## config.mk

```make
export PLATFORM = sky130hd
export DESIGN_NAME = fifo_hs_flat
export DESIGN_NICKNAME = d
export VERILOG_FILES = /design/src/rtl/fifo_pkg.sv /design/src/rtl/fifo_hs_if.sv /design/src/rtl/fifo_ram.sv /design/src/rtl/fifo_hs.sv /design/src/flat_wrapper.sv
export SDC_FILE = /design/constraint.sdc
export NUM_CORES = 1
export LEC_CHECK = 0
export ABC_AREA = 1
export BUFFER_PORTS_ARGS = -buffer_cell sky130_fd_sc_hd__buf_2
export CAP_MARGIN = 0
export CORE_MARGIN = 1.5
export CORE_UTILIZATION = 40
export DETAILED_ROUTE_END_ITERATION = 7
export MAX_ROUTING_LAYER = met4
export PLACE_DENSITY = 0.64
export SLEW_MARGIN = 10
export SYNTH_ARGS = -nofsm -noshare
export SYNTH_HDL_FRONTEND = slang
export SYNTH_HIERARCHICAL = 1
export SYNTH_SLANG_ARGS = --single-unit
```

## constraint.sdc

```tcl
create_clock -name i_clk -period 8.7 [get_ports i_clk]
set_input_delay 1.74 -clock i_clk [delete_from_list [all_inputs] [get_ports i_clk]]
set_output_delay 1.74 -clock i_clk [all_outputs]
set_load 0.01 [all_outputs]
```

## src/rtl/fifo_pkg.sv

```systemverilog
// Shared FIFO types, pointer-width helper and configuration legality check.
package fifo_pkg;

  typedef struct packed {
    logic full;
    logic empty;
    logic almost_full;
    logic almost_empty;
  } fifo_status_t;

  function automatic int fifo_aw(input int depth);
    return $clog2(depth);
  endfunction

  function automatic bit fifo_cfg_ok(input int wd, input int depth, input int af, input int ae);
    return (wd >= 1) && (depth >= 2) && ((depth & (depth - 1)) == 0) &&
           (af >= 1) && (af <= depth) && (ae >= 0) && (ae <= depth - 1);
  endfunction

endpackage

```

## src/rtl/fifo_hs_if.sv

```systemverilog
// Handshake, data and status bundle between a FIFO and its user.
interface fifo_hs_if #(
  parameter int WD    = 32,
  parameter int DEPTH = 8
);
  localparam int CW = $clog2(DEPTH) + 1;

  logic          i_wr_valid;
  logic          o_wr_ready;
  logic [WD-1:0] i_wr_data;
  logic          o_rd_valid;
  logic          i_rd_ready;
  logic [WD-1:0] o_rd_data;
  logic [CW-1:0] o_count;
  logic          o_almost_full;
  logic          o_almost_empty;
  logic          o_overflow;
  logic          o_underflow;

  modport slave (
    input  i_wr_valid, i_wr_data, i_rd_ready,
    output o_wr_ready, o_rd_valid, o_rd_data, o_count,
           o_almost_full, o_almost_empty, o_overflow, o_underflow
  );

  modport master (
    output i_wr_valid, i_wr_data, i_rd_ready,
    input  o_wr_ready, o_rd_valid, o_rd_data, o_count,
           o_almost_full, o_almost_empty, o_overflow, o_underflow
  );
endinterface

```

## src/rtl/fifo_ram.sv

```systemverilog
// DEPTH x WD storage: one synchronous write port, one asynchronous read port.
module fifo_ram #(
  parameter int WD    = 32,
  parameter int DEPTH = 8,
  parameter int AW    = $clog2(DEPTH)
) (
  input  logic          i_clk,
  input  logic          i_we,
  input  logic [AW-1:0] i_waddr,
  input  logic [WD-1:0] i_wdata,
  input  logic [AW-1:0] i_raddr,
  output logic [WD-1:0] o_rdata
);
  logic [WD-1:0] mem_q [DEPTH];

  always_ff @(posedge i_clk) begin
    if (i_we) mem_q[i_waddr] <= i_wdata;
  end

  assign o_rdata = mem_q[i_raddr];
endmodule

```

## src/rtl/fifo_hs.sv

```systemverilog
// Single-clock show-ahead FIFO with valid/ready on both sides, occupancy, almost flags, flush.
// Optional sticky overflow/underflow flags when FIFO_ERR_EN is defined (otherwise tied to 0).
module fifo_hs
  import fifo_pkg::*;
#(
  parameter int WD        = 32,
  parameter int DEPTH     = 8,
  parameter int AF_THRESH = 6,
  parameter int AE_THRESH = 1
) (
  input  logic       i_clk,
  input  logic       i_rst,
  input  logic       i_flush,
  fifo_hs_if.slave   bus
);
  localparam int AW = fifo_aw(DEPTH);
  localparam logic [AW:0] AF_LVL = (AW+1)'(AF_THRESH);
  localparam logic [AW:0] AE_LVL = (AW+1)'(AE_THRESH);

  if (!fifo_cfg_ok(WD, DEPTH, AF_THRESH, AE_THRESH)) begin : g_bad_cfg
    $error("fifo_hs: illegal WD/DEPTH/threshold configuration");
  end

  logic [AW:0]  wr_ptr_q, wr_ptr_d, rd_ptr_q, rd_ptr_d, count;
  logic         ovf_q, ovf_d, unf_q, unf_d;
  logic         wr_fire, rd_fire;
  fifo_status_t st;

  always_comb begin
    count           = wr_ptr_q - rd_ptr_q;
    st.empty        = (wr_ptr_q == rd_ptr_q);
    st.full         = (wr_ptr_q[AW-1:0] == rd_ptr_q[AW-1:0]) && (wr_ptr_q[AW] != rd_ptr_q[AW]);
    st.almost_full  = (count >= AF_LVL);
    st.almost_empty = (count <= AE_LVL);
    wr_fire         = bus.i_wr_valid && !st.full;
    rd_fire         = bus.i_rd_ready && !st.empty;
  end

  always_comb begin
    wr_ptr_d = wr_ptr_q + {{AW{1'b0}}, wr_fire};
    rd_ptr_d = rd_ptr_q + {{AW{1'b0}}, rd_fire};
`ifdef FIFO_ERR_EN
    ovf_d = ovf_q | (bus.i_wr_valid && st.full);
    unf_d = unf_q | (bus.i_rd_ready && st.empty);
`else
    ovf_d = 1'b0;
    unf_d = 1'b0;
`endif
    // Flush drops this cycle's transfers along with everything stored.
    if (i_flush) begin
      wr_ptr_d = '0;
      rd_ptr_d = '0;
      ovf_d    = 1'b0;
      unf_d    = 1'b0;
    end
  end

  always_ff @(posedge i_clk) begin
    if (i_rst) begin
      wr_ptr_q <= '0;
      rd_ptr_q <= '0;
      ovf_q    <= 1'b0;
      unf_q    <= 1'b0;
    end else begin
      wr_ptr_q <= wr_ptr_d;
      rd_ptr_q <= rd_ptr_d;
      ovf_q    <= ovf_d;
      unf_q    <= unf_d;
    end
  end

  fifo_ram #(.WD(WD), .DEPTH(DEPTH), .AW(AW)) u_ram (
    .i_clk   (i_clk),
    .i_we    (wr_fire && !i_rst && !i_flush),
    .i_waddr (wr_ptr_q[AW-1:0]),
    .i_wdata (bus.i_wr_data),
    .i_raddr (rd_ptr_q[AW-1:0]),
    .o_rdata (bus.o_rd_data)
  );

  assign bus.o_wr_ready     = !st.full;
  assign bus.o_rd_valid     = !st.empty;
  assign bus.o_count        = count;
  assign bus.o_almost_full  = st.almost_full;
  assign bus.o_almost_empty = st.almost_empty;
  assign bus.o_overflow     = ovf_q;
  assign bus.o_underflow    = unf_q;
endmodule
```

## src/flat_wrapper.sv

```systemverilog
// flat-port wrapper written by rule: the top's interface ports become plain ports
module fifo_hs_flat import fifo_pkg::*;
#(
  parameter int WD        = 32,
  parameter int DEPTH     = 8,
  parameter int AF_THRESH = 6,
  parameter int AE_THRESH = 1
)
  (i_clk, i_rst, i_flush, bus_i_wr_valid, bus_i_wr_data, bus_i_rd_ready, bus_o_wr_ready, bus_o_rd_valid, bus_o_rd_data, bus_o_count, bus_o_almost_full, bus_o_almost_empty, bus_o_overflow, bus_o_underflow);
  fifo_hs_if #(.WD(WD), .DEPTH(DEPTH)) bus_i ();
  input  logic i_clk;
  input  logic i_rst;
  input  logic i_flush;
  input wire logic [$bits(bus_i.i_wr_valid)-1:0] bus_i_wr_valid;
  input wire logic [$bits(bus_i.i_wr_data)-1:0] bus_i_wr_data;
  input wire logic [$bits(bus_i.i_rd_ready)-1:0] bus_i_rd_ready;
  output wire logic [$bits(bus_i.o_wr_ready)-1:0] bus_o_wr_ready;
  output wire logic [$bits(bus_i.o_rd_valid)-1:0] bus_o_rd_valid;
  output wire logic [$bits(bus_i.o_rd_data)-1:0] bus_o_rd_data;
  output wire logic [$bits(bus_i.o_count)-1:0] bus_o_count;
  output wire logic [$bits(bus_i.o_almost_full)-1:0] bus_o_almost_full;
  output wire logic [$bits(bus_i.o_almost_empty)-1:0] bus_o_almost_empty;
  output wire logic [$bits(bus_i.o_overflow)-1:0] bus_o_overflow;
  output wire logic [$bits(bus_i.o_underflow)-1:0] bus_o_underflow;
  assign bus_i.i_wr_valid = bus_i_wr_valid;
  assign bus_i.i_wr_data = bus_i_wr_data;
  assign bus_i.i_rd_ready = bus_i_rd_ready;
  assign bus_o_wr_ready = bus_i.o_wr_ready;
  assign bus_o_rd_valid = bus_i.o_rd_valid;
  assign bus_o_rd_data = bus_i.o_rd_data;
  assign bus_o_count = bus_i.o_count;
  assign bus_o_almost_full = bus_i.o_almost_full;
  assign bus_o_almost_empty = bus_i.o_almost_empty;
  assign bus_o_overflow = bus_i.o_overflow;
  assign bus_o_underflow = bus_i.o_underflow;
  fifo_hs #(.WD(WD), .DEPTH(DEPTH), .AF_THRESH(AF_THRESH), .AE_THRESH(AE_THRESH)) u_core (.i_clk(i_clk), .i_rst(i_rst), .i_flush(i_flush), .bus(bus_i));
endmodule
```

; ---- After elaboration in Yosys (flattened, before gate mapping)
; Memory sizes are Yosys's and may differ from the RTL's. A register that Yosys moved wholly into a read port is not among the register bits.
; Index checks and enable logic that the tools add are counted.
[word_totals]
register_bits = 8
ram_bits = 256
input_bits = 37
out_inout_bits = 42
elab_cells = 24
n_memories = 1
[op_classes]
add_sub_neg = 3
n_lt_le_gt_ge = 2
n_eq_ne = 3
n_mux = 3
reduce_logical = 10
[mem_list]
columns = memory, words, width, read_ports, rd_ports_with_merged_regs, wr, line
row1 = u_core.u_ram.mem_q, 8, 32, 1, 1, 1, fifo_ram.sv:14  ; logic [WD-1:0] mem_q [DEPTH];
[ops]
columns = op, count
row1 = adder 4 x 1 -> 4 bit, 2
row2 = logical AND 1 bit, 5
row3 = == test 4 bit, 1
row4 = ">= comparator 4 x 3 -> 1 bit, second input constant", 1
row5 = "<= comparator 4 x 1 -> 1 bit, second input constant", 1
row6 = zero test 1 bit, 4
row7 = subtractor 4 bit, 1
row8 = == test 3 bit, 1
row9 = two-way mux 3 bit, 1
row10 = two-way mux 1 bit, 2
row11 = OR reduction 2 bit, 1
row12 = != test 1 bit, 1

; ---- Depth between registers and ports, before layout
[logic_depth]
word_depth = 8
mapped_depth = 11
depth_no_buf = 11

; ---- Modules after synthesis
; The synthesis kept the hierarchy.
[modules_own_cells]
columns = mod, instances, cells_per_inst, area_each_um2, seq_area_each_um2
row1 = fifo_ram, 1, 1124, 11232.0, 7687.4
row2 = fifo_hs, 1, 72, 526.8, 160.2

; ---- Worst setup path before layout
; OpenSTA, ideal clock, no wires.
[synth_path]
path_kind = in2reg
from = in i_rst
to = mem u_core.u_ram.mem_q[1][0] (enable)
t_arrival_ns = 3.717
required_time_ns = 8.279
setup_slack_ns = 4.562
cell_stages = 5
path_buffers = 1
path_cell_list = or2_1 buf_2 nor2_1 nand2_1 nor2_1
[synth_between]
elab_chain_cells = 5
[synth_lines]
columns = item, line
row1 = "start, declared", flat_wrapper.sv:12  ; input logic i_rst;
row2 = zero test 1 bit, fifo_hs.sv:74  ; .i_we (wr_fire && !i_rst && !i_flush),
row3 = logical AND 1 bit (2 in a row), fifo_hs.sv:74
row4 = two-way mux 1 bit, fifo_ram.sv:17  ; if (i_we) mem_q[i_waddr] <= i_wdata;
row5 = two-way mux 1 bit (implied by the code), fifo_ram.sv:17
row6 = "end, declared", fifo_ram.sv:14
; No other way between the ends.

==> results.py <==
metrics = {
    "run_status": {
        "status": "complete, no violations",
    },
    "cts": {
        "cts_hold_buffers": 0,
        "cts_sinks": 264,
        "cts_resized": 0,
        "cts_setup_buffers": 0,
        "cts_tree": "done",
        "cts_max_level": 1,
        "numCtsBuffers": 28,
        "cts_buffer_depth": 3,
        "root_buffer": "clkbuf_16",
        "insertion_delay_ns": 0.53,
        "clkTransAtPathRegs_ns": 0.06,
    },
    "synth": {
        "ys_types": 22,
        "synthesis.area_um2": 11760,
        "synth_edf_count": 256,
        "synthArstFlopShare": 0,
        "synth_cells": 1196,
        "yosys_warnings": 6,
        "synth_seq_area_share": 0.6674,
        "syn_avg_cell_area_um2": 9.832,
        "yosysMostFrequentCell": "nand2_1",
        "synth_area_leader_cell": "edfxtp_1",
        "synth.area.top_cells": "edfxtp_1 (65%), nand2_1 (14%), inv_1 (8.8%)",
        "ys_ff_latch": 264,
        "synth_ff_type": "edfxtp_1",
        "ys_top_cells_by_count": "nand2_1 (434), inv_1 (275), edfxtp_1 (256)",
        "synth_top_area_share": 0.6538,
    },
    "sta": {
        "max_freq_mhz": 205.3,
        "rsz0062_at_grt": "false",
        "relSlewSlack": 0.2375,
        "holdWs_ns": 0.5349,
        "slew_viol_final": 0,
        "worst_pin_slew_ns": 1.144,
        "finalSetupTns_ns": 0,
        "hold_viol_final": 0,
        "fin_skew_ns": 0.01104,
        "min_period_ns": 4.871,
        "setup_viol": 0,
        "fin_crit_sh": 0.5599,
    },
    "power_and_ir_drop": {
        "peakVddDrop_mv": 0.1726,
        "totalPowerFinal_mw": 2.569,
        "p_leak_nw": 6.061,
        "cellPowerDensity_nw_per_um2": 193.1,
    },
    "worst_setup_path": {
        "endpoint_kind": "primary output",
        "startpoint_type": "flop",
        "r2r_slack_ns": 5.27,
        "critPathMaxStageDelay_ns": 0.70,
        "crit_top_cell": "nand2_1",
        "worst_path_max_delay_cell": "dfxtp_4",
        "critPathMaxFanout": 101,
        "crit_chain": "clkinv_2 > buf_4 > nand2_1 > nand3_1 > nand2_1 > nand2_1 > nand2_1 > buf_2",
        "cp_data_arrival_time_ns": 3.13,
        "worstPathRequired_ns": 6.96,
        "cp_top_family": "buffers and inverters",
        "crit_type": "flop to primary output",
        "critPathBufInv": 3,
    },
    "global_routing": {
        "grt_pass1_wl_um": 39120,
        "grtUsageTotal": 0.1696,
        "grt_max_degree": 102,
        "antenna_found_initial": 2,
        "grt_pass1_vias": 7287,
        "grt_overflow": 0,
    },
    "floorplan": {
        "dieHeight_um": 174.5,
        "core_um2": 28780,
        "fp.dieW_um": 174.5,
        "io-pin-count": 79,
        "dieArea_um2": 30430,
        "rows": 62,
        "start_util": 0.4086,
    },
    "routing": {
        "via_per_inst": 4.505,
        "drc": 0,
        "dr_total_vias": 7528,
        "totalWireLength_um": 24740,
        "antenna_left": 0,
        "wire_per_inst_um": 14.81,
        "firstDrtPassIters": 5,
        "drt_iter0_markers": 481,
    },
    "placed_design": {
        "hpwlAfterDp_um": 12900,
        "placed_cells": 1619,
        "io_buffers": 76,
        "gp_congestion": 0.7219,
    },
    "finish": {
        "seq_area_um2": 7854,
        "fin_cells": 1671,
        "multiInputGateArea_um2": 2609,
        "fin_nets": 1310,
        "drive_above_1_share": 0.1082,
        "area_growth_pct": 13.17,
        "n_fill_cell": 2611,
    },
    "worst_hold_path": {
        "hold_class": "flop to flop",
    },
    "run": {
        "maxCapViolations": 0,
    },
}
[flip-flops by register name, indices dropped and copies added, names as in the netlist]
signal and count:
u_core/u_ram/mem_q 256, u_core/rd_ptr_q 4, u_core/wr_ptr_q 4
[metal layers]
| metal | global-route usage | part of all wire | vias to the layer above | wire length (um) |
|---|---|---|---|---|
| li1 | - | - | 3840 | - |
| met1 | 0.2150 | 0.44 | 3498 | 10860 |
| met2 | 0.2869 | 0.50 | 150 | 12310 |
| met3 | 0.01815 | 0.041 | 40 | 1023 |
| met4 | 0.05172 | 0.022 | 0 | 546 |
| met5 | - | 0 | - | 0 |
[cells in the final DEF, fill, tap and decap left out]
| cell type | instances |
|---|---|
| nand2_1 | 434 |
| inv_1 | 275 |
| edfxtp_1 | 256 |
| nand3_1 | 133 |
| buf_2 | 76 |
| clkbuf_16 | 29 |
| buf_4 | 13 |
| clkinv_1 | 10 |
| nor2_1 | 8 |
| nor2_4 | 8 |
| ha_1 | 7 |
| clkinv_2 | 6 |
| dfxtp_1 | 5 |
| clkbuf_1 | 4 |
| a21oi_1 | 4 |
| diode_2 | 2 |
| xnor2_1 | 2 |
| o21a_1 | 2 |
| conb_1 | 2 |
| dfxtp_2 | 2 |
| clkinvlp_4 | 1 |
| bufinv_16 | 1 |
| a21boi_0 | 1 |
| or2_1 | 1 |
| or2_0 | 1 |
| or2_2 | 1 |
| fa_1 | 1 |
| dfxtp_4 | 1 |
| inv_2 | 1 |
[final timing paths]
kind,from,to,depth (start not counted)
setup / recovery,u_core/rd_ptr_q[0],bus_o_rd_data[6],8
hold / removal,u_core/wr_ptr_q[3],u_core/wr_ptr_q[3],2
setup reg to reg,u_core/rd_ptr_q[2],u_core/u_ram/mem_q[0][3],10
hold reg to reg,u_core/wr_ptr_q[3],u_core/wr_ptr_q[3],2
[logic make-up (layout without fill, tap and decap cells)]
group	count (synthesis)	in the layout	synth area share
and+or+nand+nor	586	586	0.2019
xor gates and xnor gates	2	2	0.001490
buffers and inverters	328	416	0.1162
adders and majority gates	8	8	0.009151
other	1	4	0.0003189
AOI/OAI and AO/OA	7	7	0.003618
DFF	264	264	0.6674
[cell type report]
class,count,share of cell area
Timing Repair Buffer,89,0.03592
Multi-Input combinational cell,605,0.1960
Clock inverter,17,0.007522
Inverter,277,0.07822
Tap cell,384,0.03610
Sequential cell,264,0.5902
Clock buffer,33,0.05566
Antenna cell,2,0.0003761
[through the flow]
step                instance area [um^2]  utilization  setup WS, ns
floorplan                          11760            -         4.562
global placement                   12460       0.4330         4.398
detailed placement                 12460       0.4330         4.381
CTS                                13300       0.4622         3.800
global route                       13310       0.4624         3.543
finish                             13310       0.4624         3.829
[tightest hold or removal path, stage by stage (launching register included)]
cell	delay, ns
dfxtp_1	0.31
inv_1	0.08
o21a_1	0.12
[power breakdown]
group	switching, mW	internal [mW]	total [mW]
Clock	0.453	0.630	1.08
Sequential	0.00350	1.40	1.40
Combinational	0.0563	0.0259	0.0822
Total	0.512	2.06	2.57
No activity file was read; power rests on OpenSTA's default activity.
